--- config.mk ---
export PLATFORM = sky130hd
export DESIGN_NAME = timer_count_unit
export DESIGN_NICKNAME = d
export VERILOG_FILES = /design/src/rtl/timer_count_unit.sv
export SDC_FILE = /design/constraint.sdc
export NUM_CORES = 1
export LEC_CHECK = 0
export BUFFER_PORTS_ARGS = -buffer_cell sky130_fd_sc_hd__buf_2
export CORE_MARGIN = 2
export CORE_UTILIZATION = 40
export CTS_CLUSTER_SIZE = 20
export DETAILED_ROUTE_END_ITERATION = 12
export PLACE_DENSITY_LB_ADDON = 0.2
export SLEW_MARGIN = 20
export SYNTH_ARGS = -nofsm -noshare
export SYNTH_HDL_FRONTEND = slang
export SYNTH_SLANG_ARGS = --single-unit
--- constraint.sdc ---
create_clock -name clk -period 7.6 [get_ports clk]
set_input_delay 1.14 -clock clk [delete_from_list [all_inputs] [get_ports clk]]
set_output_delay 1.14 -clock clk [all_outputs]
set_load 0.02 [all_outputs]
--- src/rtl/timer_count_unit.sv ---
// Main counter stage of Timer_1: up/down auto-reload counter with one-pulse
// mode, software update trigger, ARR/PSC/CCR preload-shadow pairs, compare
// output and sticky update/compare flags. Advances only on the prescaler tick.
module timer_count_unit #(
    parameter int CW    = 16,
    parameter int PSC_W = 16
) (
    input  logic             clk,
    input  logic             rst,
    input  logic             tick,
    input  logic             run_set,
    input  logic             run_clr,
    input  logic             dir,
    input  logic             opm,
    input  logic             arpe,
    input  logic             ug,
    input  logic             arr_wr,
    input  logic [CW-1:0]    arr_wdata,
    input  logic             psc_wr,
    input  logic [PSC_W-1:0] psc_wdata,
    input  logic             ccr_wr,
    input  logic [CW-1:0]    ccr_wdata,
    input  logic             cnt_wr,
    input  logic [CW-1:0]    cnt_wdata,
    input  logic             uif_clr,
    input  logic             ccif_clr,
    output logic [CW-1:0]    cnt,
    output logic [CW-1:0]    arr_sh,
    output logic [PSC_W-1:0] psc_sh,
    output logic             run,
    output logic             uev,
    output logic             uif,
    output logic             ccif,
    output logic             oc
);

    localparam logic [CW-1:0] CNT_ONE = {{(CW-1){1'b0}}, 1'b1};

    logic [CW-1:0]    r_cnt;
    logic [CW-1:0]    r_arr_pre;
    logic [CW-1:0]    r_arr_sh;
    logic [PSC_W-1:0] r_psc_pre;
    logic [PSC_W-1:0] r_psc_sh;
    logic [CW-1:0]    r_ccr_pre;
    logic [CW-1:0]    r_ccr_sh;
    logic             r_run;
    logic             r_uev;
    logic             r_uif;
    logic             r_ccif;
    logic             r_oc;

    logic             w_step;
    logic             w_wrap_evt;
    logic             w_uev;
    logic             w_run_next;
    logic             w_ccif_set;
    logic [CW-1:0]    w_cnt_next;
    logic [CW-1:0]    w_arr_sh_next;
    logic [CW-1:0]    w_ccr_sh_next;
    logic [PSC_W-1:0] w_psc_sh_next;

    // Next-state evaluation: ug beats cnt_wr beats a tick-driven step.
    // Shadow loads use the preload values held before this edge, so a
    // preload write in the same cycle only shows up at the following UEV.
    always_comb begin
        w_step        = r_run && tick && !ug && !cnt_wr;
        w_wrap_evt    = 1'b0;
        w_cnt_next    = r_cnt;
        if (ug) begin
            w_cnt_next = dir ? r_arr_pre : '0;
        end else if (cnt_wr) begin
            w_cnt_next = cnt_wdata;
        end else if (w_step) begin
            if (!dir) begin
                if (r_cnt == r_arr_sh) begin
                    w_cnt_next = '0;
                    w_wrap_evt = 1'b1;
                end else begin
                    // Above-ARR values run on to all-ones and wrap silently.
                    w_cnt_next = r_cnt + CNT_ONE;
                end
            end else begin
                if (r_cnt == '0) begin
                    // Reload from the period that just ended.
                    w_cnt_next = r_arr_sh;
                    w_wrap_evt = 1'b1;
                end else begin
                    w_cnt_next = r_cnt - CNT_ONE;
                end
            end
        end

        w_uev = ug || w_wrap_evt;

        w_arr_sh_next = r_arr_sh;
        if (w_uev) begin
            w_arr_sh_next = r_arr_pre;
        end else if (arr_wr && !arpe) begin
            w_arr_sh_next = arr_wdata;
        end
        w_psc_sh_next = w_uev ? r_psc_pre : r_psc_sh;
        w_ccr_sh_next = w_uev ? r_ccr_pre : r_ccr_sh;

        // An OPM stop behaves exactly like run_clr; clearing beats setting.
        w_run_next = r_run;
        if (run_clr || (opm && w_wrap_evt)) begin
            w_run_next = 1'b0;
        end else if (run_set) begin
            w_run_next = 1'b1;
        end

        w_ccif_set = (w_step || ug) && (w_cnt_next == w_ccr_sh_next);
    end

    // Preload registers capture bus writes on the next edge.
    always_ff @(posedge clk or posedge rst) begin
        if (rst) begin
            r_arr_pre <= '1;
            r_psc_pre <= '0;
            r_ccr_pre <= '0;
        end else begin
            if (arr_wr) r_arr_pre <= arr_wdata;
            if (psc_wr) r_psc_pre <= psc_wdata;
            if (ccr_wr) r_ccr_pre <= ccr_wdata;
        end
    end

    // Counter, shadow registers, run state and compare output.
    always_ff @(posedge clk or posedge rst) begin
        if (rst) begin
            r_cnt    <= '0;
            r_arr_sh <= '1;
            r_psc_sh <= '0;
            r_ccr_sh <= '0;
            r_run    <= 1'b0;
            r_uev    <= 1'b0;
            r_oc     <= 1'b0;
        end else begin
            r_cnt    <= w_cnt_next;
            r_arr_sh <= w_arr_sh_next;
            r_psc_sh <= w_psc_sh_next;
            r_ccr_sh <= w_ccr_sh_next;
            r_run    <= w_run_next;
            r_uev    <= w_uev;
            r_oc     <= (w_cnt_next < w_ccr_sh_next);
        end
    end

    // Sticky flags: a set in the same cycle as a clear wins.
    always_ff @(posedge clk or posedge rst) begin
        if (rst) begin
            r_uif  <= 1'b0;
            r_ccif <= 1'b0;
        end else begin
            if (w_uev)        r_uif <= 1'b1;
            else if (uif_clr) r_uif <= 1'b0;
            if (w_ccif_set)    r_ccif <= 1'b1;
            else if (ccif_clr) r_ccif <= 1'b0;
        end
    end

    assign cnt    = r_cnt;
    assign arr_sh = r_arr_sh;
    assign psc_sh = r_psc_sh;
    assign run    = r_run;
    assign uev    = r_uev;
    assign uif    = r_uif;
    assign ccif   = r_ccif;
    assign oc     = r_oc;

endmodule
==> impl_metrics.toml <==
[status]
outcome = "finished, final reports clean"

[clock_network]
cts-resized-gates = 0
clkTransAtPathRegs_ps = 60
post-cts-setup-buffer-count = 0
clock_path_buffers = 2
htree_num_levels = 4
cts_made_buffers = 17
clkLatencyLatePin_ps = 420
postCtsHoldBufs = 0
cts-root-buf = "clkbuf_16"
cts_tree = "built"
cts.sinks = 117

[logic_synthesis]
post_synth_instance_area_mm2 = 0.00810
post_synth_main_area_contributors = "dfrtp_1 26%, dfstp_2 10%, mux2_2 9.0%"
yosys.area_share.simple_pct = 20.9
synthesis.instances = 882
async_flop_share_pct = 100
synth_adder_area_share_pct = 2.94
yosys_warnings = 0
synth-main-ff-cell = "dfrtp_1"
synth.ff_latch_count = 117
synth_xor_area_share_pct = 4.00
synth_sequential_area_ratio_pct = 36.7
synth.lib_cells_used.distinct = 72
mappedNetlistNets = 980
synthMuxAreaShare_pct = 10.2
synth_top_cell_area_share_pct = 26.3
yosys.area.top_type = "dfrtp_1"
synth-compound-area-share_pct = 19.3
combinational_family_with_the_most_area_after_synthesis = "simple AND/OR/NAND/NOR gates"
synth-edff-count = 0
synthesis.area_per_instance_um2 = 9.18

[worst_hold_path]
hold_path_class = "reg -> reg"

[worst_setup_path]
cp_slowest_cell = "nor2_4"
critical_path.n_buffers_inverters = 1
cp-end-kind = "register"
worstPathCellList = "nor4_4 > nand4_2 > nor2_4 > buf_4 > a31oi_1 > and3_1 > ha_1 > a21o_1 > a21o_1 > a211oi_1 > o21ai_0 > a221oi_1"
worst-endpoint-required_ps = 7910
critical-path-top-delay-family = "simple AND/OR/NAND/NOR gates"
delay_of_the_slowest_cell_on_the_worst_path_ps = 810
critPathArrivalTime_ps = 5100
crit_path_max_fanout = 46
timing.critical_path.mode_cell = "a21o_1"
critPathKind = "reg -> reg"
element_type_at_the_critical_path_start = "register"

[floorplan]
placementRows = 52
floorplan.initialDensity_pct = 40.4
core_area_mm2 = 0.0200
total_i_o_pin_count = 132
chipHeight_um = 146
fp.dieArea_mm2 = 0.0214
fp.dieW_um = 146

[job]
drv.max_cap_violation_count = 0

[detailed_routing]
drt-pass1-iter-count = 5
routed_wl_um = 24600
vias = 7383
first_iter_violations = 597
antenna_nets_post_route = 0
avgViaCountPerCell = 5.98
routedWlPerCell_um = 19.9
drcViolationCount = 0

[global_route]
grt_first_pass_wirelength_um = 39100
grt_use_met3_pct = 5.44
largest_net_degree_at_the_start_of_global_routing = 111
globalRouteTotalUtil_pct = 23.1
met2_usage_pct = 35.7
grt_overflow_total = 0
global_route.peak_usage_layer = "met2"
grt_pass1_vias = 6919
grt_antenna_before_repair = 0
met1_usage_pct = 32.7

[power]
cellPowerDensity_mw_per_mm2 = 234
peakVddDrop_uv = 152
cellLeakagePower_nw = 3.87

[timing]
worst_slew_margin_rel_pct = 32.4
finalHoldViolations = 0
tightest_slew_ps = 1010
finalClockSkew_ps = 9.13
final.setup.tns_ps = 0
setup_violations = 0
rsz0062_at_grt = "false"
achievable-frequency_mhz = 209
drv_slew = 0
post-route-min-period_ps = 4790
hold_slack_ps = 520
final.period_utilization_pct = 63.0

[final_layout]
filler_cell_count = 1982
nets = 1050
growth_of_design_area_from_synthesis_to_finish_pct = 16.3
drive_above_1_share_pct = 30.2
n_antenna_cell = 0

[placement]
gp_routability_congestion = 0.904
port-buffer-count = 131
hpwlAfterDp_um = 17000
-- state kept, by name (all words and copies together), names as in the netlist --
name and flops:
cnt 16, r_psc_pre 16, r_ccr_sh 16, uif 1, uev 1, psc_sh 16
r_arr_pre 16, arr_sh 16, ccif 1, oc 1, run 1, r_ccr_pre 16
-- area by class of cell --
| type | count | area [µm²] | area share (%) |
|---|---|---|---|
| clock buffer | 24 | 512 | 5.44 |
| clock inverter | 8 | 143 | 1.51 |
| inverter | 12 | 47.5 | 0.505 |
| multi-input combinational | 660 | 4650 | 49.4 |
| sequential | 117 | 2970 | 31.5 |
| tap | 270 | 338 | 3.59 |
| timing repair buffer | 144 | 753 | 8.00 |
-- synthesized netlist by cell type (17+ instances only) --
| cell | instances |
|---|---|
| dfstp_2 | 32 |
| nand4_1 | 46 |
| mux2_2 | 65 |
| ha_1 | 19 |
| clkbuf_1 | 42 |
| buf_2 | 37 |
| xor2_1 | 22 |
| nand3_1 | 26 |
| a31oi_1 | 37 |
| o221ai_1 | 18 |
| dfrtp_1 | 85 |
| and3_1 | 17 |
| o21ai_0 | 47 |
| nor2_1 | 26 |
| nand2_1 | 87 |
| o311ai_0 | 18 |
| nor3_1 | 38 |
| nand2b_1 | 18 |
-- cells by family after synthesis --
| family | after synthesis |
|---|---|
| muxes | 74 |
| and+or+nand+nor | 312 |
| AOI/OAI and AO/OA | 218 |
| DFF | 117 |
| buffers and inverters | 105 |
| xor gates and xnor gates | 37 |
| adders and majority gates | 19 |
-- worst reg2reg max path, cell delays in order (launching register included) --
cell,delay [ps]
dfrtp_1,550
nor4_4,750
nand4_2,500
nor2_4,810
buf_4,530
a31oi_1,170
and3_1,250
ha_1,190
a21o_1,150
a21o_1,170
a211oi_1,200
o21ai_0,130
a221oi_1,280
-- cell usage in the layout, fill, tap and decap left out, types with 8 or more instances in the layout --
master,instances
inv_1,9
nor4_1,8
nand3_1,26
and3_1,17
dfrtp_1,85
mux2i_1,8
a21oi_1,12
nand2_1,87
a31oi_1,37
buf_2,131
dfstp_2,32
nand2b_1,18
nor2_1,26
mux2_2,65
buf_4,13
o311ai_0,18
a211o_1,16
o211ai_1,10
a2111oi_0,16
clkbuf_16,17
nand4_1,46
xor2_1,22
nor3_1,38
o221ai_1,18
ha_1,19
o21ai_0,47
xnor2_1,15
or3_1,16
-- routing by layer --
| metal | vias to the layer above | share of wire (%) |
|---|---|---|
| li1 | 3513 | - |
| met1 | 3615 | 46 |
| met2 | 235 | 46 |
| met3 | 20 | 5.9 |
| met4 | 0 | 1.5 |
| met5 | - | 0 |
-- stage by stage --
| stage | util (%) | setup slack (ps) | area (µm²) | std cells | total power [mW] |
|---|---|---|---|---|---|
| 2_1_floorplan | - | 3410 | 8100 | 882 | 1.16 |
| 3_5_place_dp | 43.7 | 2680 | 8760 | 1203 | 1.32 |
| 4_1_cts | 47.0 | 2810 | 9420 | 1235 | 2.22 |
| 3_3_place_gp | 43.7 | 2740 | 8760 | 1203 | 1.32 |
| 5_1_grt | 47.0 | 2450 | 9420 | 1235 | 2.31 |
| 6_report | 47.0 | 2810 | 9420 | 1235 | 2.20 |
-- power by group --
part / internal (mW) / total (mW) / switching, mW
Sequential: 0.717 / 0.825 / 0.108
Clock: 0.600 / 0.885 / 0.285
Combinational: 0.213 / 0.490 / 0.277
-- final timing paths --
| check | cells after the start | slack, ps | startpoint | end |
|---|---|---|---|---|
| min in group asynchronous | 2 | 840 | rst | r_ccr_pre[1] |
| max in group asynchronous | 3 | 5510 | rst | psc_sh[4] |
| worst min register to register | 2 | 520 | ccif | ccif |
| worst max-delay path | 12 | 2810 | cnt[2] | oc |
| worst min-delay path | 2 | 520 | ccif | ccif |
| worst max register to register | 12 | 2810 | cnt[2] | oc |
Note: power is estimated with default switching activity, not from simulation.
